$ cat config.mk
export PLATFORM = sky130hd
export DESIGN_NAME = mux_3_rr_arb_flat
export DESIGN_NICKNAME = d
export VERILOG_FILES = /design/src/rtl/mux_3_rr_arb_if.sv /design/src/rtl/mux_3_rr_arb.sv /design/src/flat_wrapper.sv
export SDC_FILE = /design/constraint.sdc
export NUM_CORES = 1
export LEC_CHECK = 0
export CORE_UTILIZATION = 38
export CTS_CLUSTER_SIZE = 30
export DETAILED_ROUTE_END_ITERATION = 16
export PLACE_DENSITY = 0.78
export SYNTH_ARGS = -nofsm -noshare
export SYNTH_HDL_FRONTEND = slang
export SYNTH_SLANG_ARGS = --single-unit
$ cat constraint.sdc
create_clock -name clk -period 2.73 [get_ports clk]
set_input_delay 0.273 -clock clk [delete_from_list [all_inputs] [get_ports clk]]
set_output_delay 0.273 -clock clk [all_outputs]
set_load 0.01 [all_outputs]
$ cat src/rtl/mux_3_rr_arb_if.sv
// Handshake bundle between three requesters, the round-robin arbiter and the
// downstream consumer of the registered 3:1 output.
interface mux_3_rr_arb_if #(
  parameter int K = 8
);
  logic [2:0]   in_valid;
  logic [2:0]   in_ready;
  logic [K-1:0] a0;
  logic [K-1:0] a1;
  logic [K-1:0] a2;
  logic [2:0]   sel;
  logic         out_valid;
  logic         out_ready;
  logic [K-1:0] out_data;
  logic [1:0]   out_src;

  modport slave (
    input  in_valid, a0, a1, a2, out_ready,
    output in_ready, sel, out_valid, out_data, out_src
  );

  modport master (
    output in_valid, a0, a1, a2, out_ready,
    input  in_ready, sel, out_valid, out_data, out_src
  );
endinterface

$ cat src/rtl/mux_3_rr_arb.sv
// Round-robin arbiter plus registered output stage for a shared 3:1 K-bit channel.
// Optional per-requester grant counters are built when MUX3_ARB_GRANT_CNT_EN is defined.
module mux_3_rr_arb #(
  parameter int K  = 8,
  parameter int CW = 16
) (
  input  logic                clk,
  input  logic                rst,
`ifdef MUX3_ARB_GRANT_CNT_EN
  input  logic                cnt_clr,
  output logic [CW-1:0]       cnt0,
  output logic [CW-1:0]       cnt1,
  output logic [CW-1:0]       cnt2,
`endif
  mux_3_rr_arb_if.slave       bus
);

  typedef enum logic {EMPTY, FULL} state_e;

  state_e       state_q;
  logic [2:0]   last_q;
  logic [K-1:0] out_data_q;
  logic [1:0]   out_src_q;

  logic [1:0]   win_idx;
  logic [2:0]   win_oh;
  logic [K-1:0] win_data;
  logic         load;
  logic [2:0]   sel_w;

  // Search order starts just after the previous winner.
  always_comb begin
    win_idx = 2'd0;
    case (last_q)
      3'b001: begin
        if      (bus.in_valid[1]) win_idx = 2'd1;
        else if (bus.in_valid[2]) win_idx = 2'd2;
        else                      win_idx = 2'd0;
      end
      3'b010: begin
        if      (bus.in_valid[2]) win_idx = 2'd2;
        else if (bus.in_valid[0]) win_idx = 2'd0;
        else                      win_idx = 2'd1;
      end
      default: begin
        if      (bus.in_valid[0]) win_idx = 2'd0;
        else if (bus.in_valid[1]) win_idx = 2'd1;
        else                      win_idx = 2'd2;
      end
    endcase
  end

  always_comb begin
    win_oh = 3'b000;
    win_oh[win_idx] = 1'b1;
  end

  always_comb begin
    case (win_idx)
      2'd1:    win_data = bus.a1;
      2'd2:    win_data = bus.a2;
      default: win_data = bus.a0;
    endcase
  end

  // A reset cycle never completes an input handshake.
  assign load  = !rst && ((state_q == EMPTY) || bus.out_ready) && (|bus.in_valid);
  assign sel_w = load ? win_oh : 3'b000;

  always_ff @(posedge clk) begin
    if (rst) begin
      state_q    <= EMPTY;
      last_q     <= 3'b100;
      out_data_q <= '0;
      out_src_q  <= 2'd0;
    end else if (load) begin
      state_q    <= FULL;
      last_q     <= win_oh;
      out_data_q <= win_data;
      out_src_q  <= win_idx;
    end else if ((state_q == FULL) && bus.out_ready) begin
      state_q    <= EMPTY;
    end
  end

  assign bus.sel       = sel_w;
  assign bus.in_ready  = sel_w;
  assign bus.out_valid = (state_q == FULL);
  assign bus.out_data  = out_data_q;
  assign bus.out_src   = out_src_q;

`ifdef MUX3_ARB_GRANT_CNT_EN
  logic [CW-1:0] cnt_q [3];

  always_ff @(posedge clk) begin
    if (rst || cnt_clr) begin
      for (int i = 0; i < 3; i++) cnt_q[i] <= '0;
    end else begin
      for (int i = 0; i < 3; i++) begin
        if (sel_w[i]) cnt_q[i] <= cnt_q[i] + CW'(1);
      end
    end
  end

  assign cnt0 = cnt_q[0];
  assign cnt1 = cnt_q[1];
  assign cnt2 = cnt_q[2];
`endif

endmodule

$ cat src/flat_wrapper.sv
// flat-port wrapper written by rule: the top's interface ports become plain ports
module mux_3_rr_arb_flat 
#(
  parameter int K  = 8,
  parameter int CW = 16
)
  (clk, rst, bus_in_valid, bus_a0, bus_a1, bus_a2, bus_out_ready, bus_in_ready, bus_sel, bus_out_valid, bus_out_data, bus_out_src);
  mux_3_rr_arb_if #(.K(K)) bus_i ();
  input  logic clk;
  input  logic rst;
  input wire logic [$bits(bus_i.in_valid)-1:0] bus_in_valid;
  input wire logic [$bits(bus_i.a0)-1:0] bus_a0;
  input wire logic [$bits(bus_i.a1)-1:0] bus_a1;
  input wire logic [$bits(bus_i.a2)-1:0] bus_a2;
  input wire logic [$bits(bus_i.out_ready)-1:0] bus_out_ready;
  output wire logic [$bits(bus_i.in_ready)-1:0] bus_in_ready;
  output wire logic [$bits(bus_i.sel)-1:0] bus_sel;
  output wire logic [$bits(bus_i.out_valid)-1:0] bus_out_valid;
  output wire logic [$bits(bus_i.out_data)-1:0] bus_out_data;
  output wire logic [$bits(bus_i.out_src)-1:0] bus_out_src;
  assign bus_i.in_valid = bus_in_valid;
  assign bus_i.a0 = bus_a0;
  assign bus_i.a1 = bus_a1;
  assign bus_i.a2 = bus_a2;
  assign bus_i.out_ready = bus_out_ready;
  assign bus_in_ready = bus_i.in_ready;
  assign bus_sel = bus_i.sel;
  assign bus_out_valid = bus_i.out_valid;
  assign bus_out_data = bus_i.out_data;
  assign bus_out_src = bus_i.out_src;
  mux_3_rr_arb #(.K(K), .CW(CW)) u_core (.clk(clk), .rst(rst), .bus(bus_i));
endmodule
==> results of run 1 <==
[stage by stage]
| step | TNS (ps) | util (%) |
|---|---|---|
| floorplan | 0 | - |
| global placement | 0 | 65.2 |
| detailed placement | 0 | 65.2 |
| CTS | 0 | 67.0 |
| global route | -34.2 | 67.7 |
| finish | 0 | 67.7 |
[worst min path at each step]
stage                           start                endpoint  slack (ps)
6_report             u_core.last_q[2]        u_core.last_q[2]         490
5_1_grt              u_core.last_q[2]        u_core.last_q[2]         520
4_1_cts              u_core.last_q[2]        u_core.last_q[2]         490
3_5_place_dp         u_core.last_q[2]        u_core.last_q[2]         470
3_3_place_gp   u_core.bus.out_data[7]  u_core.bus.out_data[7]         480
2_1_floorplan        u_core.last_q[2]        u_core.last_q[2]         450
[power by group through the flow]
| stage | Clock, uW | Combinational, uW | Sequential, uW |
|---|---|---|---|
| after floorplan | 0 | 80.6 | 243 |
| after global placement | 0 | 183 | 237 |
| after detailed placement | 0 | 187 | 238 |
| after CTS | 150 | 187 | 234 |
| after global routing | 163 | 203 | 236 |
| final | 145 | 188 | 235 |
[metal layers]
metal / part of all wire (%) / track usage (%)
met1: 41 / 23.6
met2: 50 / 39.2
met3: 8.2 / 6.48
met4: 0.20 / 6.19
met5: 0 / 0
[cell usage after synthesis (all sizes together) (3+ instances only)]
cell	number	area share, %
dfxtp	14	32
o21ai	10	5.8
o211ai	9	7.8
a22o	8	8.1
mux2i	8	9.2
buf	7	4.9
inv	5	2.2
a21oi	4	2.3
clkbuf	3	1.3
ha	3	4.3
nor2b	3	2.2
[state kept, by name, summed over array words and instances, names as in the netlist]
name,flops
u_core.last_q,3
u_core.bus.out_src,2
u_core.bus.out_data,8
u_core.bus.out_valid,1
[cells by family (layout without fill, tap and decap cells)]
logic type      count (synthesis)  in the layout  synth area share [%]
compound gates                 38             38                  30.0
mux                             8              8                  9.24
xor+xnor                        1              1                  1.01
flops                          14             14                  32.3
simple gates                   20             20                  14.7
fa+ha+maj                       3              3                  4.33
buf+inv                        15             61                  8.37
[layout make-up]
type	count	area [sq um]	share of cell area, %
tap	27	33.8	2.42
multi-input combinational	70	520	37.3
timing repair buffer	52	505	36.2
sequential	14	280	20.1
clock buffer	4	36.3	2.60
inverter	5	18.8	1.35
[cells in the final DEF, fill, tap and decap left out, drive strengths merged, types with 2 or more instances in the layout]
master and instances:
a211o 2, a21oi 4, a22o 8, a31oi 2, and2 2, buf 6
clkbuf 4, clkdlybuf4s50 46, dfxtp 14, ha 3, inv 5, mux2i 8
nand2 2, nand4 2, nor2 2, nor2b 3, nor3 2, o211ai 9
o21ai 10, o31ai 2
[what timing repair did]
action                                  in CTS  in global routing
buffers inserted                             0                  1
hold buffers                                 0                  0
gates resized for setup                      0                  2
endpoints found under the setup margin       0                  6
==> impl_metrics.ini, run 1 <==
[power]
p_int_uw = 414
p_total_uw = 568
pwr-share-seq_pct = 41.3
swShare_pct = 27.0
max-vdd-ir-drop_mv = 0.243
cellLeakagePower_uw = 0.000560
power_frac_comb_pct = 33.1
p_clk_share_pct = 25.6
power_switching_uw = 153
p_per_area_mw_per_mm2 = 407

[worst_setup_path]
worstReg2RegStart = u_core.last_q[0]
r2r_cells = 6
cp_top_family = buffers and inverters
startpoint_type = input pin
worst_r2r_endpoint = u_core.bus.out_data[7]
critPathArrivalTime_ps = 2350
cp.required_ps = 2460
crit_top_cell = clkdlybuf4s50_1
critPathMaxFanout = 6
r2r_setup_slack_ps = 620
setup.worst_path.start = bus_in_valid[1]
path_cells = clkdlybuf4s50_1 -> nor3b_1 -> o211ai_1 -> and2_1 -> ha_1 -> nand4_1 -> inv_1 -> clkdlybuf4s50_1
endpoint = bus_in_ready[1]
crit_buf_inv = 3
slowest_stage = clkdlybuf4s50_1
slowest_delay_ps = 570
critPathKind = in2out
path_depth = 8
cp-end-kind = output port

[floorplan]
floorplan.initialDensity_pct = 42.1
dieArea_sq_mm = 0.00248
rows = 16
die_w_um = 49.8
die_h_um = 49.8
io_pins = 47
core_sq_mm = 0.00206

[global_route]
grtUsageTotal_pct = 21.5
grt-ovfl-total = 0
grt_pass1_wl_um = 4130
grt_pass1_vias = 944
grt_antenna_before_repair = 0
grt_max_degree = 14

[place]
gp_congestion = 0.900
post_dp_cell_area_sq_mm = 0.00135
dp_cells = 167
numPortBuffers = 46
hpwl_um = 1860
post-place-ws_ps = 76.3

[sta]
holdWs_ps = 493
slew_viol_final = 0
hold_violations = 0
setup_viol = 0
clock.fmax_ghz = 0.382
worst_slack_ps = 112
post-route-period-util_pct = 95.9
slew_headroom_pct = 70.3
tightest_slew_ps = 445
period_needed_ps = 2620
clock_skew_ps = 5.15

[synthesis]
syn_avg_cell_area_sq_um = 8.76
synth-main-ff-cell = dfxtp_1
ys_seq_area_share_pct = 32.3
syn_area_sq_um = 867
synth.distinct_cells = 29
synth_nets = 132
async_reset_ff_share_pct = 0
netlist_instances = 99
synth_seq_cells = 14
synth_edf_count = 0
yosysWarnings = 0

[finish]
diodes = 0
syn2layout_area_growth_pct = 60.9
drive_above_1_share_pct = 8.97
fin_cells = 172
layout.nets = 179
finalInstanceArea_sq_mm = 0.00140
fillCellCount = 193

[routing]
post_drt_wl_per_cell_um = 14.2
wirelength_um = 2440
vias = 946
drtPass1Iterations = 4
drt_iter0_markers = 9
vias_per_cell = 5.50
ant_nets = 0
drc = 0

[clock_network]
htreeDepth = 1
cts_buffers = 3
cts_root_buf = clkbuf_4
path_clk_slew_ps = 90
clockBufferDepth = 2
cts.sinks = 14
clk_latency_ps = 270
cts_tree = done

[flow_run]
max_cap_viol_count = 0

[worst_hold_path]
hold_class = reg2reg
hold_depth = 1

[run_status]
outcome = completed
Note: power is estimated with default switching activity, not from simulation.
==> run 2: changes to the inputs <==
--- a/config.mk
+++ b/config.mk
@@ -9,6 +9,7 @@
 export CTS_CLUSTER_SIZE = 30
 export DETAILED_ROUTE_END_ITERATION = 16
 export PLACE_DENSITY = 0.78
+export RECOVER_POWER = 100
 export SYNTH_ARGS = -nofsm -noshare
 export SYNTH_HDL_FRONTEND = slang
 export SYNTH_SLANG_ARGS = --single-unit
==> run 2 against run 1 <==
Sequential cell count stayed put. Non-clock buffer count unchanged. Critical endpoint unchanged. Final area is 0.27% lower. Largest power group unchanged. Highest routed layer unchanged.
==> impl_metrics.ini, run 2 (same netlist as run 1, synthesis figures left out) <==
[run_status]
outcome = completed

[clock_network]
hold_buffers = 0
htreeDepth = 1
path_clk_slew_ps = 90
cts.sinks = 14
cts_buffers = 3
clk_latency_ps = 270
clockBufferDepth = 2
cts_tree = done
cts_root_buf = clkbuf_4

[worst_setup_path]
worstReg2RegStart = u_core.last_q[0]
critPathMaxFanout = 6
setup.worst_path.start = bus_in_valid[1]
crit_buf_inv = 3
slowest_delay_ps = 570
cp.required_ps = 2460
critPathArrivalTime_ps = 2360
cp_top_family = buffers and inverters
path_cells = clkdlybuf4s50_1 -> nor3b_1 -> o211ai_1 -> and2_1 -> ha_1 -> nand4_1 -> inv_1 -> clkdlybuf4s50_1
crit_top_cell = clkdlybuf4s50_1
slowest_stage = clkdlybuf4s50_1
startpoint_type = input pin
critPathKind = in2out
cp-end-kind = output port

[worst_hold_path]
hold_class = reg2reg
min_from = u_core.last_q[2]

[finish]
layout.nets = 179
largest_reg_flops = 8
final_common_cell = clkdlybuf4s50_1
fillCellCount = 193
drive_above_1_share_pct = 8.28
diodes = 0
syn2layout_area_growth_pct = 60.5
layout_common_cells = clkdlybuf4s50_1 (34), dfxtp_1 (14), dlygate4sd3_1 (12)
finalInstanceArea_sq_mm = 0.00139

[sta]
post-route-period-util_pct = 96.4
setup_viol = 0
hold_violations = 0
period_needed_ps = 2630
slew_headroom_pct = 60.3
worst_slack_ps = 99.2
clock.fmax_ghz = 0.380
clock_skew_ps = 5.59
slew_viol_final = 0
tightest_slew_ps = 595

[routing]
vias_per_cell = 5.47
post_drt_wl_per_cell_um = 14.2
wirelength_um = 2450
drc = 0
drt_iter0_markers = 9
vias = 941
ant_nets = 0
drtPass1Iterations = 4

[flow_run]
max_cap_viol_count = 0

[power]
power_switching_uw = 154
p_int_uw = 408
swShare_pct = 27.3
p_per_area_mw_per_mm2 = 404
pwr-share-seq_pct = 41.6
max-vdd-ir-drop_mv = 0.239
p_clk_share_pct = 25.9
cellLeakagePower_uw = 0.000582
p_total_uw = 562
power_frac_comb_pct = 32.4

[floorplan]
core_sq_mm = 0.00206
io_pins = 47
die_w_um = 49.8
floorplan.initialDensity_pct = 42.1
dieArea_sq_mm = 0.00248
die_h_um = 49.8
rows = 16

[global_route]
grtUsageTotal_pct = 21.5
grt_antenna_before_repair = 0
grt_pass1_vias = 944
grt_max_degree = 14
grt_pass1_wl_um = 4130
grt-ovfl-total = 0

[place]
numPortBuffers = 46
hpwl_um = 1860
post-place-ws_ps = 76.3
post_dp_cell_area_sq_mm = 0.00135
gp_congestion = 0.900
[run 2: changes by cell type in the layout (fill, tap and decap cells not counted)]
cell,before,now
buf_4,6,5
clkbuf_1,0,1
clkdlybuf4s50_1,46,34
dlygate4sd3_1,0,12
[run 2: final timing paths]
| check | cells after the start | endpoint | slack (ps) |
|---|---|---|---|
| setup / recovery | 8 | bus_in_ready[1] | 100 |
| hold / removal | 1 | u_core.last_q[2] | 490 |
| setup reg to reg | 6 | u_core.bus.out_data[7] | 620 |
| hold reg to reg | 1 | u_core.last_q[2] | 490 |
[run 2: area by class of cell]
type                            instances  area [sq um]  share of cell area [%]
Inverter                                5          18.8                    1.35
Timing Repair Buffer                   52           502                    36.1
Tap cell                               27          33.8                    2.43
Sequential cell                        14           280                    20.1
Multi-Input combinational cell         70           520                    37.4
Clock buffer                            4          36.3                    2.61
[run 2: timing repair]
action | in CTS | in global routing
gates resized for setup | 0 | 2
endpoints found under the setup margin | 0 | 6
setup buffers | 0 | 1
endpoints found under the hold margin | 0 | 0
[run 2: through the flow]
| step | setup TNS (ps) | std cells | hold slack [ps] | util, % |
|---|---|---|---|---|
| 3_5_place_dp | 0 | 167 | 471 | 65.2 |
| 5_1_grt | -34.2 | 172 | 517 | 67.5 |
| 3_3_place_gp | 0 | 167 | 484 | 65.2 |
| 6_report | 0 | 172 | 494 | 67.5 |
| 4_1_cts | 0 | 171 | 492 | 67.0 |
| 2_1_floorplan | 0 | 99 | 453 | - |
[run 2: power by group through the flow]
stage / combinational (uW) / clock, uW / sequential, uW
after global placement: 183 / 0 / 237
after floorplan: 80.6 / 0 / 243
final: 182 / 146 / 234
after CTS: 187 / 150 / 234
after detailed placement: 187 / 0 / 238
after global routing: 197 / 163 / 236
[run 2: metal layers]
layer	global-route usage (%)	up-vias	share of wire, %
met3	6.48	2	8.8
met5	0	-	0
li1	-	462	-
met2	39.2	48	50
met4	6.19	0	0.20
met1	23.6	429	41
[run 2: worst register-to-register path, delay by kind of cell, from the launching register on]
kind,cells,cell delay [ps]
adder cells (fa/ha/maj),1,570
AO/OA/AOI/OAI,2,430
AND/OR/NAND/NOR,2,290
multiplexers,1,230
flip-flops,1,460
==> run 3: changes to the inputs <==
--- a/config.mk
+++ b/config.mk
@@ -5,6 +5,7 @@
 export SDC_FILE = /design/constraint.sdc
 export NUM_CORES = 1
 export LEC_CHECK = 0
+export CAP_MARGIN = 20
 export CORE_UTILIZATION = 38
 export CTS_CLUSTER_SIZE = 30
 export DETAILED_ROUTE_END_ITERATION = 16
==> results of run 3 <==
Same layout as run 2: the final DEF is identical, and so are final timing and power.
